**src/rtl/booking_req_sequencer_if.sv**
```systemverilog
// Host request, engine operand/result and host response channels of booking_req_sequencer.
// slave = sequencer view, master = host/engine view.
interface booking_req_sequencer_if;
    // host request channel
    logic        req_valid;
    logic        req_ready;
    logic        req_train_id;
    logic [2:0]  req_src;
    logic [2:0]  req_dest;
    logic [3:0]  req_num;

    // engine operands and result
    logic        book_req;
    logic        train_id;
    logic [2:0]  src;
    logic [2:0]  dest;
    logic [3:0]  num_tickets;
    logic        eng_success;
    logic [3:0]  eng_count;
    logic [9:0]  eng_fare;
    logic [15:0] eng_total;

    // host response channel
    logic        rsp_valid;
    logic        rsp_ready;
    logic [3:0]  rsp_tag;
    logic        rsp_success;
    logic        rsp_local_reject;
    logic [3:0]  rsp_count;
    logic [9:0]  rsp_fare;
    logic [15:0] rsp_total;

    modport slave (
        input  req_valid, req_train_id, req_src, req_dest, req_num,
        output req_ready,
        output book_req, train_id, src, dest, num_tickets,
        input  eng_success, eng_count, eng_fare, eng_total,
        output rsp_valid, rsp_tag, rsp_success, rsp_local_reject, rsp_count, rsp_fare, rsp_total,
        input  rsp_ready
    );

    modport master (
        output req_valid, req_train_id, req_src, req_dest, req_num,
        input  req_ready,
        input  book_req, train_id, src, dest, num_tickets,
        output eng_success, eng_count, eng_fare, eng_total,
        input  rsp_valid, rsp_tag, rsp_success, rsp_local_reject, rsp_count, rsp_fare, rsp_total,
        output rsp_ready
    );
endinterface

```
**src/rtl/booking_req_sequencer.sv**
```systemverilog
// Queues host booking requests, pre-validates them, issues one at a time to the reservation
// engine and returns a tagged response. Optional counters: define BOOKSEQ_STATS_EN.
module booking_req_sequencer #(
    parameter int unsigned DEPTH       = 4,
    parameter int unsigned RESULT_WAIT = 5
) (
    input  logic clk,
    input  logic rst_n,
    booking_req_sequencer_if.slave bus
`ifdef BOOKSEQ_STATS_EN
    ,
    output logic [7:0] stat_issued,
    output logic [7:0] stat_ok,
    output logic [7:0] stat_rej
`endif
);
    localparam int unsigned AW = (DEPTH > 1) ? $clog2(DEPTH) : 1;
    localparam int unsigned CW = AW + 1;
    localparam logic [3:0]  WAIT_LOAD = 4'(RESULT_WAIT - 1);

    typedef struct packed {
        logic       train_id;
        logic [2:0] src;
        logic [2:0] dest;
        logic [3:0] num;
    } op_t;

    typedef struct packed {
        op_t        op;
        logic [3:0] tag;
    } req_entry_t;

    typedef struct packed {
        logic [3:0]  tag;
        logic        success;
        logic        local_reject;
        logic [3:0]  count;
        logic [9:0]  fare;
        logic [15:0] total;
    } rsp_t;

    typedef enum logic [2:0] {
        ST_IDLE,
        ST_CHECK,
        ST_ISSUE,
        ST_WAIT,
        ST_RESP
    } state_t;

    req_entry_t     mem [DEPTH];
    logic [AW-1:0]  wr_ptr_q;
    logic [AW-1:0]  rd_ptr_q;
    logic [CW-1:0]  count_q;
    logic [CW-1:0]  count_d;
    logic [3:0]     tag_q;
    logic           ready_q;

    state_t         state_q, state_d;
    op_t            op_q, op_d;
    logic [3:0]     cur_tag_q, cur_tag_d;
    logic [3:0]     wait_q, wait_d;
    logic           book_req_q, book_req_d;
    logic           rsp_valid_q, rsp_valid_d;
    rsp_t           rsp_q, rsp_d;

    logic           push_c;
    logic           pop_c;
    logic           reject_c;
    logic           capture_c;

    assign push_c    = bus.req_valid & ready_q;
    assign count_d   = count_q + CW'(push_c) - CW'(pop_c);
    assign capture_c = (state_q == ST_WAIT) && (wait_q == 4'd0);

    // FIFO storage; contents need no reset since occupancy is tracked separately
    always_ff @(posedge clk) begin
        if (push_c) begin
            mem[wr_ptr_q] <= '{op: '{train_id: bus.req_train_id, src: bus.req_src,
                                     dest: bus.req_dest, num: bus.req_num},
                               tag: tag_q};
        end
    end

    // Pointers, occupancy, tag counter; ready is computed from the next occupancy so a pop
    // never frees a slot for a push at the same edge
    always_ff @(posedge clk or negedge rst_n) begin
        if (!rst_n) begin
            wr_ptr_q <= '0;
            rd_ptr_q <= '0;
            count_q  <= '0;
            tag_q    <= '0;
            ready_q  <= 1'b1;
        end else begin
            if (push_c) begin
                wr_ptr_q <= wr_ptr_q + AW'(1);
                tag_q    <= tag_q + 4'd1;
            end
            if (pop_c) begin
                rd_ptr_q <= rd_ptr_q + AW'(1);
            end
            count_q <= count_d;
            ready_q <= (count_d != CW'(DEPTH));
        end
    end

    // Route and ticket-count validation on the popped operands
    always_comb begin
        reject_c = 1'b0;
        if (op_q.src >= op_q.dest) begin
            reject_c = 1'b1;
        end
        if (!op_q.train_id && (op_q.dest > 3'd4)) begin
            reject_c = 1'b1;
        end
        if (op_q.train_id && (op_q.dest > 3'd3)) begin
            reject_c = 1'b1;
        end
        if ((op_q.num == 4'd0) || (op_q.num > 4'd10)) begin
            reject_c = 1'b1;
        end
    end

    always_ff @(posedge clk or negedge rst_n) begin
        if (!rst_n) begin
            state_q     <= ST_IDLE;
            op_q        <= '0;
            cur_tag_q   <= '0;
            wait_q      <= '0;
            book_req_q  <= 1'b0;
            rsp_valid_q <= 1'b0;
            rsp_q       <= '0;
        end else begin
            state_q     <= state_d;
            op_q        <= op_d;
            cur_tag_q   <= cur_tag_d;
            wait_q      <= wait_d;
            book_req_q  <= book_req_d;
            rsp_valid_q <= rsp_valid_d;
            rsp_q       <= rsp_d;
        end
    end

    always_comb begin
        state_d     = state_q;
        op_d        = op_q;
        cur_tag_d   = cur_tag_q;
        wait_d      = wait_q;
        book_req_d  = 1'b0;
        rsp_valid_d = rsp_valid_q;
        rsp_d       = rsp_q;
        pop_c       = 1'b0;

        unique case (state_q)
            ST_IDLE: begin
                if (count_q != '0) begin
                    pop_c     = 1'b1;
                    op_d      = mem[rd_ptr_q].op;
                    cur_tag_d = mem[rd_ptr_q].tag;
                    state_d   = ST_CHECK;
                end
            end
            ST_CHECK: begin
                if (reject_c) begin
                    rsp_d              = '0;
                    rsp_d.tag          = cur_tag_q;
                    rsp_d.local_reject = 1'b1;
                    rsp_valid_d        = 1'b1;
                    state_d            = ST_RESP;
                end else begin
                    book_req_d = 1'b1;
                    state_d    = ST_ISSUE;
                end
            end
            ST_ISSUE: begin
                wait_d  = WAIT_LOAD;
                state_d = ST_WAIT;
            end
            ST_WAIT: begin
                if (capture_c) begin
                    rsp_d.tag          = cur_tag_q;
                    rsp_d.success      = bus.eng_success;
                    rsp_d.local_reject = 1'b0;
                    rsp_d.count        = bus.eng_count;
                    rsp_d.fare         = bus.eng_fare;
                    rsp_d.total        = bus.eng_total;
                    rsp_valid_d        = 1'b1;
                    state_d            = ST_RESP;
                end else begin
                    wait_d = wait_q - 4'd1;
                end
            end
            ST_RESP: begin
                if (bus.rsp_ready) begin
                    rsp_valid_d = 1'b0;
                    state_d     = ST_IDLE;
                end
            end
            default: begin
                state_d = ST_IDLE;
            end
        endcase
    end

    assign bus.req_ready        = ready_q;
    assign bus.book_req         = book_req_q;
    assign bus.train_id         = op_q.train_id;
    assign bus.src              = op_q.src;
    assign bus.dest             = op_q.dest;
    assign bus.num_tickets      = op_q.num;
    assign bus.rsp_valid        = rsp_valid_q;
    assign bus.rsp_tag          = rsp_q.tag;
    assign bus.rsp_success      = rsp_q.success;
    assign bus.rsp_local_reject = rsp_q.local_reject;
    assign bus.rsp_count        = rsp_q.count;
    assign bus.rsp_fare         = rsp_q.fare;
    assign bus.rsp_total        = rsp_q.total;

`ifdef BOOKSEQ_STATS_EN
    logic issue_evt_c;
    logic ok_evt_c;
    logic rej_evt_c;

    assign issue_evt_c = (state_q == ST_CHECK) && !reject_c;
    assign ok_evt_c    = capture_c && bus.eng_success;
    assign rej_evt_c   = ((state_q == ST_CHECK) && reject_c) || (capture_c && !bus.eng_success);

    // Saturating event counters
    always_ff @(posedge clk or negedge rst_n) begin
        if (!rst_n) begin
            stat_issued <= '0;
            stat_ok     <= '0;
            stat_rej    <= '0;
        end else begin
            if (issue_evt_c && (stat_issued != 8'hFF)) begin
                stat_issued <= stat_issued + 8'd1;
            end
            if (ok_evt_c && (stat_ok != 8'hFF)) begin
                stat_ok <= stat_ok + 8'd1;
            end
            if (rej_evt_c && (stat_rej != 8'hFF)) begin
                stat_rej <= stat_rej + 8'd1;
            end
        end
    end
`endif

endmodule

```
**src/flat_wrapper.sv**
```systemverilog
// flat-port wrapper written by rule: the top's interface ports become plain ports
module booking_req_sequencer_flat 
#(
    parameter int unsigned DEPTH       = 4,
    parameter int unsigned RESULT_WAIT = 5
)
  (clk, rst_n, bus_req_valid, bus_req_train_id, bus_req_src, bus_req_dest, bus_req_num, bus_req_ready, bus_book_req, bus_train_id, bus_src, bus_dest, bus_num_tickets, bus_eng_success, bus_eng_count, bus_eng_fare, bus_eng_total, bus_rsp_valid, bus_rsp_tag, bus_rsp_success, bus_rsp_local_reject, bus_rsp_count, bus_rsp_fare, bus_rsp_total, bus_rsp_ready);
  booking_req_sequencer_if bus_i ();
  input  logic clk;
  input  logic rst_n;
  input wire logic [$bits(bus_i.req_valid)-1:0] bus_req_valid;
  input wire logic [$bits(bus_i.req_train_id)-1:0] bus_req_train_id;
  input wire logic [$bits(bus_i.req_src)-1:0] bus_req_src;
  input wire logic [$bits(bus_i.req_dest)-1:0] bus_req_dest;
  input wire logic [$bits(bus_i.req_num)-1:0] bus_req_num;
  output wire logic [$bits(bus_i.req_ready)-1:0] bus_req_ready;
  output wire logic [$bits(bus_i.book_req)-1:0] bus_book_req;
  output wire logic [$bits(bus_i.train_id)-1:0] bus_train_id;
  output wire logic [$bits(bus_i.src)-1:0] bus_src;
  output wire logic [$bits(bus_i.dest)-1:0] bus_dest;
  output wire logic [$bits(bus_i.num_tickets)-1:0] bus_num_tickets;
  input wire logic [$bits(bus_i.eng_success)-1:0] bus_eng_success;
  input wire logic [$bits(bus_i.eng_count)-1:0] bus_eng_count;
  input wire logic [$bits(bus_i.eng_fare)-1:0] bus_eng_fare;
  input wire logic [$bits(bus_i.eng_total)-1:0] bus_eng_total;
  output wire logic [$bits(bus_i.rsp_valid)-1:0] bus_rsp_valid;
  output wire logic [$bits(bus_i.rsp_tag)-1:0] bus_rsp_tag;
  output wire logic [$bits(bus_i.rsp_success)-1:0] bus_rsp_success;
  output wire logic [$bits(bus_i.rsp_local_reject)-1:0] bus_rsp_local_reject;
  output wire logic [$bits(bus_i.rsp_count)-1:0] bus_rsp_count;
  output wire logic [$bits(bus_i.rsp_fare)-1:0] bus_rsp_fare;
  output wire logic [$bits(bus_i.rsp_total)-1:0] bus_rsp_total;
  input wire logic [$bits(bus_i.rsp_ready)-1:0] bus_rsp_ready;
  assign bus_i.req_valid = bus_req_valid;
  assign bus_i.req_train_id = bus_req_train_id;
  assign bus_i.req_src = bus_req_src;
  assign bus_i.req_dest = bus_req_dest;
  assign bus_i.req_num = bus_req_num;
  assign bus_req_ready = bus_i.req_ready;
  assign bus_book_req = bus_i.book_req;
  assign bus_train_id = bus_i.train_id;
  assign bus_src = bus_i.src;
  assign bus_dest = bus_i.dest;
  assign bus_num_tickets = bus_i.num_tickets;
  assign bus_i.eng_success = bus_eng_success;
  assign bus_i.eng_count = bus_eng_count;
  assign bus_i.eng_fare = bus_eng_fare;
  assign bus_i.eng_total = bus_eng_total;
  assign bus_rsp_valid = bus_i.rsp_valid;
  assign bus_rsp_tag = bus_i.rsp_tag;
  assign bus_rsp_success = bus_i.rsp_success;
  assign bus_rsp_local_reject = bus_i.rsp_local_reject;
  assign bus_rsp_count = bus_i.rsp_count;
  assign bus_rsp_fare = bus_i.rsp_fare;
  assign bus_rsp_total = bus_i.rsp_total;
  assign bus_i.rsp_ready = bus_rsp_ready;
  booking_req_sequencer #(.DEPTH(DEPTH), .RESULT_WAIT(RESULT_WAIT)) u_core (.clk(clk), .rst_n(rst_n), .bus(bus_i));
endmodule
```
**config.mk**
```make
export PLATFORM = sky130hd
export DESIGN_NAME = booking_req_sequencer_flat
export DESIGN_NICKNAME = d
export VERILOG_FILES = /design/src/rtl/booking_req_sequencer_if.sv /design/src/rtl/booking_req_sequencer.sv /design/src/flat_wrapper.sv
export SDC_FILE = /design/constraint.sdc
export NUM_CORES = 1
export LEC_CHECK = 0
export ABC_AREA = 1
export CAP_MARGIN = 20
export CORE_MARGIN = 2
export CORE_UTILIZATION = 35
export DETAILED_ROUTE_END_ITERATION = 7
export GPL_TIMING_DRIVEN = 1
export HOLD_SLACK_MARGIN = 0.03
export PLACE_DENSITY_LB_ADDON = 0.05
export SKIP_CTS_REPAIR_TIMING = 1
export SLEW_MARGIN = 5
export SYNTH_ARGS = -nofsm -noshare
export SYNTH_HDL_FRONTEND = slang
export SYNTH_SLANG_ARGS = --single-unit
```
**constraint.sdc**
```tcl
create_clock -name clk -period 2.7 [get_ports clk]
set_input_delay 0.675 -clock clk [delete_from_list [all_inputs] [get_ports clk]]
set_output_delay 0.675 -clock clk [all_outputs]
set_load 0.01 [all_outputs]
```
# [Word level (Yosys, flattened, before mapping)]
# Memories as Yosys holds them, arrays and structs flattened. A register that Yosys moved wholly into a read port is not among the register bits.
# Cells that the tools add are included.
[op_classes] reduce_logical=18 magnitude_cmp=4 eq_ne=10 n_addsub=6 n_bitwise=1 mux=24
[op_table] cell="$mux 36" n=2
[op_table] cell="$pmux 36 s2" n=1
[op_table] cell="$pmux 3 s5" n=1
[op_table] cell="$mux 1" n=13
[op_table] cell="$mux 3" n=4
[op_table] cell="$logic_not 4->1" n=2
[op_table] cell="$pmux 4 s2" n=1
[op_table] cell="$eq 3x2->1 const B" n=2
[op_table] cell="$ne 2x1->1 const B" n=3
[op_table] cell="$reduce_and 3->1" n=2
[op_table] cell="$reduce_bool 3->1" n=2
[op_table] cell="$add 2x1->2 const B" n=2
[op_table] cell="$add 4x1->4 const B" n=1
[op_table] cell="$gt 4x4->1 const B" n=1
[op_table] cell="$mux 4" n=1
[op_table] cell="$ne 2x2->1 const B" n=2
[op_table] cell="$reduce_and 2->1" n=2
[op_table] cell="$reduce_and 4->1" n=1
[op_table] cell="$reduce_bool 2->1" n=2
[op_table] cell="$sub 4x1->4 const B" n=1
[op_table] cell="$add 3x1->3" n=1
[op_table] cell="$eq 3x1->1 const B" n=1
[op_table] cell="$eq 3x3->1 const B" n=1
[op_table] cell="$ge 3x3->1" n=1
[op_table] cell="10 further kinds" n=13
[word_totals] input_bits=46 memories=1 ram_bits=60 regBits=57 wordCells=79
[memory_table] name="u_core.mem" depth=4 word_bits=15 rd=1 rd_ports_with_merged_regs=1 wr=1 line="booking_req_sequencer.sv:50" text="req_entry_t mem [DEPTH];"

# [Logic depth before layout (Yosys ltp)]
[depth] ltp_word=7 mapped_depth=12 mapped_depth_nobuf=11

# [Worst setup path after synthesis]
# Ideal clock, no wire load.
[synth_timing] kind="reg-to-reg" from="register u_core.count_q[1]" to="register u_core.ready_q (netlist: u_core.bus.req_ready)" path_stages_with_launch=13 arrival_time_ps=2150 synth_period_minus_slack_ps=2232 n_path_buf=1 slack_ps=468 path_cell_list="dfrtp_1 > nor2_1 > nand2_1 > nand3_1 > inv_1 > buf_2 > ha_1 > inv_1 > ha_1 > fa_1 > xnor2_1 > xor2_1 > nand2_1"
[synth_between] elab_chain_len=5 elab_cells_between_ends=6
[synth_rtl] item="start, declared" line="booking_req_sequencer.sv:53" text="logic [CW-1:0] count_q;"
[synth_rtl] item="start signal, assigned" line="booking_req_sequencer.sv:101" text="count_q <= count_d;"
[synth_rtl] item="$reduce_bool 3->1" line="booking_req_sequencer.sv:155" text="if (count_q != '0) begin"
[synth_rtl] item="$mux 1" line="booking_req_sequencer.sv:155"
[synth_rtl] item="$mux 1" line="booking_req_sequencer.sv:153" text="unique case (state_q)"
[synth_rtl] item="named net u_core.pop_c" line="booking_req_sequencer.sv:67" text="logic pop_c;"
[synth_rtl] item="$sub 3x1->3" line="booking_req_sequencer.sv:72" text="assign count_d = count_q + CW'(push_c) - CW'(pop_c);"
[synth_rtl] item="named net u_core.count_d[2]" line="booking_req_sequencer.sv:54" text="logic [CW-1:0] count_d;"
[synth_rtl] item="$ne 3x3->1" line="booking_req_sequencer.sv:102" text="ready_q <= (count_d != CW'(DEPTH));"
[synth_rtl] item="end signal, assigned" line="booking_req_sequencer.sv:102"
[synth_rtl] item="end, declared" line="booking_req_sequencer.sv:56" text="logic ready_q;"
# The timed path passes the listed nets, and every way through them passes these cells.
# A chain may end at the register's enable or synchronous reset.

# [Worst setup path after layout]
[layout_timing] from="register u_core.count_q[1]" to="register u_core.ready_q (netlist: u_core.bus.req_ready)"
[layout_between] elab_chain_len=5 elab_cells_between_ends=6
[layout_rtl] item="branches (longest 3 deep; another with $add 3x1->3)"
[layout_rtl] item="$sub 3x1->3 (*)" line="booking_req_sequencer.sv:72"
[layout_rtl] item="named net u_core.count_d[2]" line="booking_req_sequencer.sv:54"
[layout_rtl] item="$ne 3x3->1 (*)" line="booking_req_sequencer.sv:102"
# Mark *: on every way through the listed nets, which the timed path passes.

==> summary.txt <==
Run status
  – Status: completed

Floorplanning
  – Rows: 45
  – Total Die Area: 16200 um2
  – Die Y: 127 um
  – Chip Width: 127 um
  – Core ar.: 15000 um2
  – Starting Density: 35.5%
  – I/O pins: 96

Clocking
  – Worst-skew pair later-pin latency: 420 ps
  – # H-tree levels: 4
  – Root Buffer: clkbuf_16
  – Clk pin slew, worst setup/hold paths: 50 ps
  – Clk buf depth: 2
  – Clk sinks: 132
  – CTS Buf Count: 17
  – TritonCTS clock tree: built

GRT
  – GRT overflow: 0
  – Global-route wire length before repair: 19200 um
  – Pin count of the biggest net entering global routing: 44
  – Antenna violations before repair: 0
  – Vias in the first global route: 3704
  – Total GRT Usage: 15.6%

Detailed routing
  – TritonRoute pass-1 iters: 5
  – Remaining DRCs: 0
  – Initial DRC count: 287
  – Vias per cell: 4.57
  – Final wirelength: 11700 um
  – Wire per inst: 14.5 um
  – DR vias: 3675
  – Final ANT Viol Nets: 0

Setup path
  – Startpoint class of the critical path: flop
  – Maximum fanout along the worst path: 3
  – Cells on worst reg2reg path: 11
  – RR Startpoint: u_core.count_q[1]
  – CP required: 3040 ps
  – Internal reg-to-reg setup slack: 460 ps
  – Setup crit end: u_core.bus.req_ready
  – Kind of critical path: flop to flop
  – Crit path arrival time: 2580 ps
  – Critical path endpoint category: flop
  – R2r endpoint: u_core.bus.req_ready
  – Setup crit start: u_core.count_q[1]

Timing
  – Max-slew violation count: 0
  – Setup violators final: 0
  – Tightest Pin Transition: 583 ps
  – Post-layout minimum cycle time: 2240 ps
  – Final Worst Setup Slack: 459 ps
  – Peak Freq: 446 MHz
  – Min Hold Slack: 207 ps
  – Max_slew headroom: 61.1%
  – RSZ-0062 raised after global routing: no
  – Fin Setup TNS: 0 ps
  – Final hold viol count: 0
  – Worst Clk Skew: 6.56 ps
  – Fin crit share: 83.0%

Final layout
  – Filler Cells Inserted: 1408
  – Area growth, synth to finish: 32.9%
  – Most frequent cells in the layout: 126 x nand2_1, 94 x clkdlybuf4s50_1, 74 x nor2_1, 71 x dfrtp_1, 60 x edfxtp_1
  – Final net count: 662
  – Multi-input logic area: 1510 um2
  – Storage cell area: 3600 um2
  – Share of layout cells above drive strength 1: 10.0%
  – Leading cell type in the layout, fill and taps excluded: nand2_1
  – ANT cells: 0

Power and ir drop
  – PwrDens: 1120 nW/um2
  – Worst VDD drop: 0.439 mV
  – Leakage power: 3.04 nW

Place
  – Routability Congestion: 0.783
  – Pre-CTS setup slack: 248 ps
  – Port Buffers: 95
  – Post-DP HPWL: 7380 um

Logic synthesis
  – Netlist cell types: 24
  – Seq/Total Area, Yosys: 67.6%
  – Syn Inst Count: 495
  – Synth Net Count: 553
  – #FFs+latches synth: 132
  – Yosys Warn Count: 0
  – Post-Syn Area: 5330 um2
  – Post-synthesis average cell area: 10.8 um2

Worst hold path
  – Hold WC Path Type: input pin to async pin

Run
  – MaxCap Viol Count: 0
[layout make-up]
type | count | share of cell area [%]
flip-flops and latches | 132 | 50.9
multi-input cells | 312 | 21.3
repair buffers | 108 | 14.9
clock buffers | 22 | 6.27
well taps | 188 | 3.32
inverters | 33 | 1.75
clock inverters | 10 | 1.55
[kinds of logic after synthesis]
| kind of cell | after synthesis | synth area share [%] |
|---|---|---|
| AND/OR/NAND/NOR | 230 | 17.7 |
| flip-flops | 132 | 67.6 |
| AO/OA/AOI/OAI | 63 | 6.36 |
| buffers and inverters | 51 | 4.15 |
| adder cells (fa/ha/maj) | 12 | 2.96 |
| XOR/XNOR | 7 | 1.15 |
[state kept, by name (all words and copies together) (netlist names), 2 cells and up]
name / flops
u_core.bus.dest: 3
u_core.bus.num_tickets: 4
u_core.bus.rsp_count: 4
u_core.bus.rsp_fare: 10
u_core.bus.rsp_tag: 4
u_core.bus.rsp_total: 16
u_core.bus.src: 3
u_core.count_q: 3
u_core.cur_tag_q: 4
u_core.mem: 60
u_core.rd_ptr_q: 2
u_core.state_q: 3
u_core.tag_q: 4
u_core.wait_q: 4
u_core.wr_ptr_q: 2
[synth_stat cells]
cell type / n / area (um2)
inv_1: 33 / 124
nand2_4: 1 / 11.3
dfrtp_1: 71 / 1780
nor2_1: 75 / 282
dfstp_2: 1 / 26.3
nand2_2: 12 / 75.1
buf_2: 6 / 30.0
nor3_4: 1 / 16.3
nor2_2: 3 / 18.8
clkbuf_1: 9 / 33.8
o21ai_0: 40 / 200
xnor2_1: 3 / 26.3
o31ai_1: 1 / 7.51
buf_6: 3 / 33.8
a31oi_1: 9 / 56.3
ha_1: 11 / 138
nand3_2: 2 / 20.0
xor2_1: 4 / 35.0
a21oi_1: 5 / 25.0
nand3_1: 10 / 50.1
edfxtp_1: 60 / 1800
fa_1: 1 / 20.0
o22ai_1: 8 / 50.1
nand2_1: 126 / 473
[power breakdown]
part           internal [mW]  leakage (nW)  switching, mW
Sequential              2.73          1.47          0.323
Clock                   1.35         0.260          0.824
Combinational           1.11          1.32           1.62
[critical path: stages (launching register included)]
cell     delay, ps
dfrtp_1        400
nor2_1         120
nand2_1         90
nand3_1        100
inv_1           60
ha_1           270
inv_1           40
ha_1           190
fa_1           400
xnor2_1        180
xor2_1         210
nand2_1         80
[per-layer routing]
metal	part of all wire, %	global-route usage [%]	wire [um]
met3	6.3	5.07	739
met2	47	24.8	5430
met5	0	0	0
met4	1.3	5.43	157
met1	46	20.1	5350
[how the worst min path moves through the flow]
stage | start | to | slack, ps
2_1_floorplan | rst_n | u_core.bus.book_req | 380
6_report | rst_n | u_core.bus.rsp_count[2] | 210
3_3_place_gp | u_core.bus.rsp_tag[1] | u_core.bus.rsp_tag[1] | 450
3_5_place_dp | u_core.bus.rsp_total[1] | u_core.bus.rsp_total[1] | 460
4_1_cts | rst_n | u_core.bus.rsp_success | 210
5_1_grt | rst_n | u_core.bus.dest[2] | 220
[through the flow]
step	util, %	power (mW)	instance area [um2]	std cells
global route	47.1	8.57	7080	805
detailed placement	43.4	5.86	6530	773
finish	47.1	7.95	7080	805
CTS	47.1	8.07	7080	805
global placement	43.4	5.82	6530	773
floorplan	-	4.76	5330	495
Power figures use the tool's default switching activity.
==> RTL change 1, RTL diff (same settings) <==
Encoding of `state_t`: now one-hot (5 bits for 5 states).
--- a/src/rtl/booking_req_sequencer.sv
+++ b/src/rtl/booking_req_sequencer.sv
@@ -39,12 +39,12 @@
         logic [15:0] total;
     } rsp_t;
 
-    typedef enum logic [2:0] {
-        ST_IDLE,
-        ST_CHECK,
-        ST_ISSUE,
-        ST_WAIT,
-        ST_RESP
+    typedef enum logic [4:0] {
+        ST_IDLE  = 5'b00001,
+        ST_CHECK = 5'b00010,
+        ST_ISSUE = 5'b00100,
+        ST_WAIT  = 5'b01000,
+        ST_RESP  = 5'b10000
     } state_t;
 
     req_entry_t     mem [DEPTH];
Formal check against the unedited RTL: no difference found for any inputs over 10 cycles, from zero or initial values and one cycle with rst_n low; not proved beyond that.
==> RTL change 1 against the unedited design <==
Final cell count is 5.5% higher. Design area is 3.9% higher. Total power is 5.9% higher. Critical path type unchanged. Sequential cell count is 2 higher. Wire length is 5.3% higher. Synthesized area is 5.0% higher. Setup slack worse by 170 ps.
==> RTL change 1: results (changes against the unedited design) <==
.. list-table::
   :header-rows: 1

   * - Metric
     - Value
   * - Result of the run
     - completed (unchanged)
   * - Pin count of the biggest net entering global routing
     - 41 (was 44)
   * - Global placer's final weighted congestion
     - 0.7854 (was 0.7828)
   * - Most frequent cells after synthesis
     - 110 x nand2_1, 72 x dfrtp_1, 60 x edfxtp_1 (was 126 x nand2_1, 75 x nor2_1, 71 x dfrtp_1)
   * - Critical-path maximum fanout
     - 5 (was 3)
   * - Unique masters post-synth
     - 34 (was 24)
   * - Ranking of synthesized cells by area
     - dfrtp_1 32%, edfxtp_1 32%, nand2_1 7.4% (was edfxtp_1 34%, dfrtp_1 33%, nand2_1 8.9%)
   * - Syn_nets
     - 574 (was 553)
   * - Post-detailed-placement half-perimeter wirelength
     - 7981 um (was 7385 um)
   * - Share of post-route cells with drive strength above 1
     - 0.1106 (was 0.1005)
   * - Most used flip-flop cell after synthesis
     - dfrtp_1 (unchanged)
   * - Final routed wire length divided by cell count
     - 14.47 um (was 14.50 um)
   * - Routed via count divided by cell count
     - 4.602 (was 4.565)
   * - Slowest-stage cell, CP
     - dfstp_2 (was dfrtp_1)
   * - Stage delay of the slowest cell on the critical path
     - 550 ps (was 400 ps)
   * - All-layer global routing usage
     - 0.1512 (was 0.1557)
   * - First-pass DRT Iterations
     - 4 (was 5)
   * - Initial antenna violation count
     - 0 (unchanged)
   * - XOR/XNOR share of the synthesized area
     - 0.01096 (was 0.01150)
   * - Compound-gate portion of the synthesized area
     - 0.07090 (was 0.06362)
   * - Reg-to-reg startpoint
     - u_core.state_q[0] (was u_core.count_q[1])
   * - Leakage power figure
     - 3.218 nW (was 3.044 nW)
   * - Setup clock skew after layout
     - 7.314 ps (was 6.556 ps)
   * - Number of global-route vias before repair
     - 3,703 (was 3,704)
   * - Switching share of power
     - 0.3580 (was 0.3476)
   * - Register with the highest flop count
     - u_core.mem (unchanged)
   * - Area fraction of the dominant cell type after synthesis
     - 0.3221 (was 0.3380)
   * - Number of placed instances with taps included
     - 817 (was 773)
   * - Number of design-rule violations left by the first detailed-router iteration
     - 271 (was 287)
   * - Mapped Cells
     - 516 (was 495)
   * - Clock tree root buffer cell
     - clkbuf_16 (unchanged)
   * - FFs w/ async S/R, synth
     - 0.5522 (was 0.5455)
   * - Via count
     - 3,907 (was 3,675)
   * - Adder and majority cell fraction of the synthesized area
     - 0.02818 (was 0.02958)
   * - Layout Nets
     - 678 (was 662)
   * - Maximum vdd drop
     - 0.5497 mV (was 0.4386 mV)
   * - Global-route wire length before repair
     - 19,490 um (was 19,210 um)
   * - Sequential share of the synthesized area
     - 0.6535 (was 0.6763)
   * - Worst path arrival time
     - 2750 ps (was 2580 ps)
   * - R2r setup slk
     - 290 ps (was 460 ps)
-- RTL change 1: worst max path at each step --
stage / start / end / slack (ps)
after global placement: bus_req_valid / u_core.bus.req_ready / 300
after detailed placement: bus_req_valid / u_core.bus.req_ready / 230
after CTS: u_core.state_q[0] / u_core.bus.req_ready / 270
after floorplan: u_core.state_q[0] / u_core.bus.req_ready / 190
after global routing: u_core.state_q[0] / u_core.bus.req_ready / 60
final: u_core.state_q[0] / u_core.bus.req_ready / 290
-- RTL change 1: cell families after synthesis --
family,count (synthesis)
simple gates,222
flops,134
compound gates,71
buf+inv,70
fa+ha+maj,12
xor+xnor,7
-- RTL change 1: final cells by class --
| class | count | area (um2) |
|---|---|---|
| Clock buffer | 18 | 429.2 |
| Clock inverter | 14 | 162.7 |
| Fill cell | 1502 | 8411 |
| Inverter | 48 | 180.2 |
| Multi-Input combinational cell | 312 | 1610 |
| Sequential cell | 134 | 3656 |
| Tap cell | 216 | 270.3 |
| Timing Repair Buffer | 107 | 1051 |
-- RTL change 1: per-stage QoR --
| step | instance area (um2) | util | hold WS [ps] | power [mW] | setup slack [ps] |
|---|---|---|---|---|---|
| 2_1_floorplan | 5594 | - | 379.4 | 5.052 | 186.6 |
| 3_3_place_gp | 6768 | 0.4291 | 452.7 | 6.150 | 299.6 |
| 3_5_place_dp | 6768 | 0.4291 | 458.4 | 6.204 | 228.9 |
| 4_1_cts | 7360 | 0.4667 | 219.6 | 8.537 | 274.0 |
| 5_1_grt | 7360 | 0.4667 | 243.2 | 9.057 | 63.16 |
| 6_report | 7360 | 0.4667 | 212.1 | 8.419 | 288.4 |
-- RTL change 1: worst max-delay path: cells and delay by family (launching register included) --
| kind | cells | cell delay (ps) |
|---|---|---|
| compound gates | 1 | 190 |
| xor+xnor | 2 | 370 |
| fa+ha+maj | 3 | 750 |
| buf+inv | 3 | 160 |
| flops | 1 | 550 |
| simple gates | 3 | 310 |
-- RTL change 1: power groups by stage --
stage	combinational [mW]	sequential [mW]	clock (mW)
floorplan	1.79	3.26	0
global placement	2.97	3.18	0
detailed placement	3.00	3.20	0
finish	2.96	3.16	2.30
global route	3.37	3.22	2.46
CTS	3.01	3.16	2.36
-- RTL change 1: routing by layer --
layer,GRT usage,part of all wire,up-vias
li1,-,-,1934
met1,0.2089,0.48,1881
met2,0.2294,0.46,76
met3,0.03950,0.041,16
met4,0.06008,0.016,0
met5,0,0,-
==> RTL change 2, RTL diff (same flow settings) <==
Without the edit above. `DEPTH` is set to 4 in 2 places; all go to 2.
--- a/src/rtl/booking_req_sequencer.sv
+++ b/src/rtl/booking_req_sequencer.sv
@@ -1,7 +1,7 @@
 // Queues host booking requests, pre-validates them, issues one at a time to the reservation
 // engine and returns a tagged response. Optional counters: define BOOKSEQ_STATS_EN.
 module booking_req_sequencer #(
-    parameter int unsigned DEPTH       = 4,
+    parameter int unsigned DEPTH       = 2,
     parameter int unsigned RESULT_WAIT = 5
 ) (
     input  logic clk,
--- a/src/flat_wrapper.sv
+++ b/src/flat_wrapper.sv
@@ -1,7 +1,7 @@
 // flat-port wrapper written by rule: the top's interface ports become plain ports
 module booking_req_sequencer_flat 
 #(
-    parameter int unsigned DEPTH       = 4,
+    parameter int unsigned DEPTH       = 2,
     parameter int unsigned RESULT_WAIT = 5
 )
   (clk, rst_n, bus_req_valid, bus_req_train_id, bus_req_src, bus_req_dest, bus_req_num, bus_req_ready, bus_book_req, bus_train_id, bus_src, bus_dest, bus_num_tickets, bus_eng_success, bus_eng_count, bus_eng_fare, bus_eng_total, bus_rsp_valid, bus_rsp_tag, bus_rsp_success, bus_rsp_local_reject, bus_rsp_count, bus_rsp_fare, bus_rsp_total, bus_rsp_ready);
Function: changed (Yosys sat finds a counterexample within 4 cycles, from zero or initial values and one cycle with rst_n low).
==> RTL change 2 against the unedited design <==
Clock power fell by 45%. Clock skew up 1.3 ps. Sequential cell count is 33 lower. Setup slack better by 160 ps. Die area decreased by 25%. Hold slack got worse by 47 ps. Wire length fell by 31%. Total power decreased by 32%. Design area down 24%. Synthesized area is 25% lower. Critical path type is now reg2out. Largest cell class unchanged. Highest routed layer unchanged.
==> RTL change 2: results (changes against the unedited design) <==
.. list-table::
   :header-rows: 1

   * - Metric
     - Value
   * - R2r setup slk
     - 740 ps (was 460 ps)
   * - Length of routed wiring on met1
     - 3849 um (was 5345 um)
   * - Final routed wire length divided by cell count
     - 12.83 um (was 14.50 um)
   * - Number of design-rule violations left by the first detailed-router iteration
     - 119 (was 287)
   * - CTS H-tree lvls
     - 3 (was 4)
   * - Stage delay of the slowest cell on the critical path
     - 540 ps (was 400 ps)
   * - FFs w/ async S/R, synth
     - 0.6970 (was 0.5455)
   * - Met2 Wirelength
     - 3665 um (was 5427 um)
   * - Ranking of synthesized cells by area
     - dfrtp_1 43%, edfxtp_1 23%, nand2_1 13% (was edfxtp_1 34%, dfrtp_1 33%, nand2_1 8.9%)
   * - Via count
     - 2,779 (was 3,675)
   * - Pin count of the biggest net entering global routing
     - 49 (was 44)
   * - Worst Max-Slew Pin Slew
     - 590.8 ps (was 583.4 ps)
   * - Result of the run
     - completed (unchanged)
   * - Setup clock skew after layout
     - 7.834 ps (was 6.556 ps)
   * - Syn_nets
     - 436 (was 553)
   * - Global placer's final weighted congestion
     - 0.7478 (was 0.7828)
   * - All-layer global routing usage
     - 0.1387 (was 0.1557)
   * - First-pass DRT Iterations
     - 4 (was 5)
   * - Global Route met3 Usage
     - 0.03677 (was 0.05067)
   * - Unique masters post-synth
     - 30 (was 24)
   * - Cell count of the worst reg-to-reg path
     - 8 (was 11)
   * - Most frequent cells after synthesis
     - 142 x nand2_1, 68 x dfrtp_1, 43 x nor2_1 (was 126 x nand2_1, 75 x nor2_1, 71 x dfrtp_1)
   * - Pre-CTS worst setup slack
     - 539.3 ps (was 248.1 ps)
   * - Fmax
     - 480.4 MHz (was 446.2 MHz)
   * - Leakage power figure
     - 2.499 nW (was 3.044 nW)
   * - Global Route met1 Usage
     - 0.1881 (was 0.2010)
   * - Clock input transition at the sequential cells of the worst setup and hold paths
     - 70 ps (was 50 ps)
   * - Kind of cell adding the most delay to the critical path
     - flip-flops (was adder cells)
   * - Total met3 wirelength after detailed routing
     - 410 um (was 739 um)
   * - FF-to-FF End
     - u_core.bus.rsp_tag[3] (was u_core.bus.req_ready)
   * - Post-detailed-placement half-perimeter wirelength
     - 5424 um (was 7385 um)
   * - Sequential share of the synthesized area
     - 0.6613 (was 0.6763)
   * - XOR/XNOR share of the synthesized area
     - 0.01542 (was 0.01150)
   * - Number of global-route vias before repair
     - 2,689 (was 3,704)
   * - Layout Nets
     - 535 (was 662)
   * - Share of post-route cells with drive strength above 1
     - 0.06982 (was 0.1005)
   * - Global-route wire length before repair
     - 13,540 um (was 19,210 um)
   * - Worst Setup SP
     - u_core.bus.req_ready (was u_core.count_q[1])
   * - Critical-path maximum fanout
     - 2 (was 3)
   * - Maximum vdd drop
     - 0.5252 mV (was 0.4386 mV)
   * - Slowest-stage cell, CP
     - dfstp_2 (was dfrtp_1)
   * - Adder and majority cell fraction of the synthesized area
     - 0.02203 (was 0.02958)
RTL change 2: report_power, final:
| part | internal, mW | switching, mW | leakage [nW] |
|---|---|---|---|
| Combinational | 0.860 | 1.03 | 1.19 |
| Clock | 0.635 | 0.558 | 0.131 |
| Sequential | 2.03 | 0.310 | 1.17 |
RTL change 2: metrics by stage:
stage / power [mW] / util / std cells / hold slack, ps / area, um2
after floorplan: 3.540 / - / 383 / 379.4 / 3975
after global placement: 4.264 / 0.4627 / 611 / 453.1 / 5082
after detailed placement: 4.297 / 0.4627 / 611 / 457.6 / 5082
after CTS: 5.529 / 0.4880 / 627 / 145.9 / 5360
after global routing: 5.847 / 0.4880 / 627 / 154.0 / 5360
final: 5.417 / 0.4880 / 627 / 160.3 / 5360
RTL change 2: final cells by class:
type                    instances  area share
repair buffers                102      0.1909
clock inverters                 6    0.009104
well taps                     140     0.03268
multi-input cells             243      0.2152
inverters                      27     0.01891
flip-flops and latches         99      0.4904
clock buffers                  10     0.04272
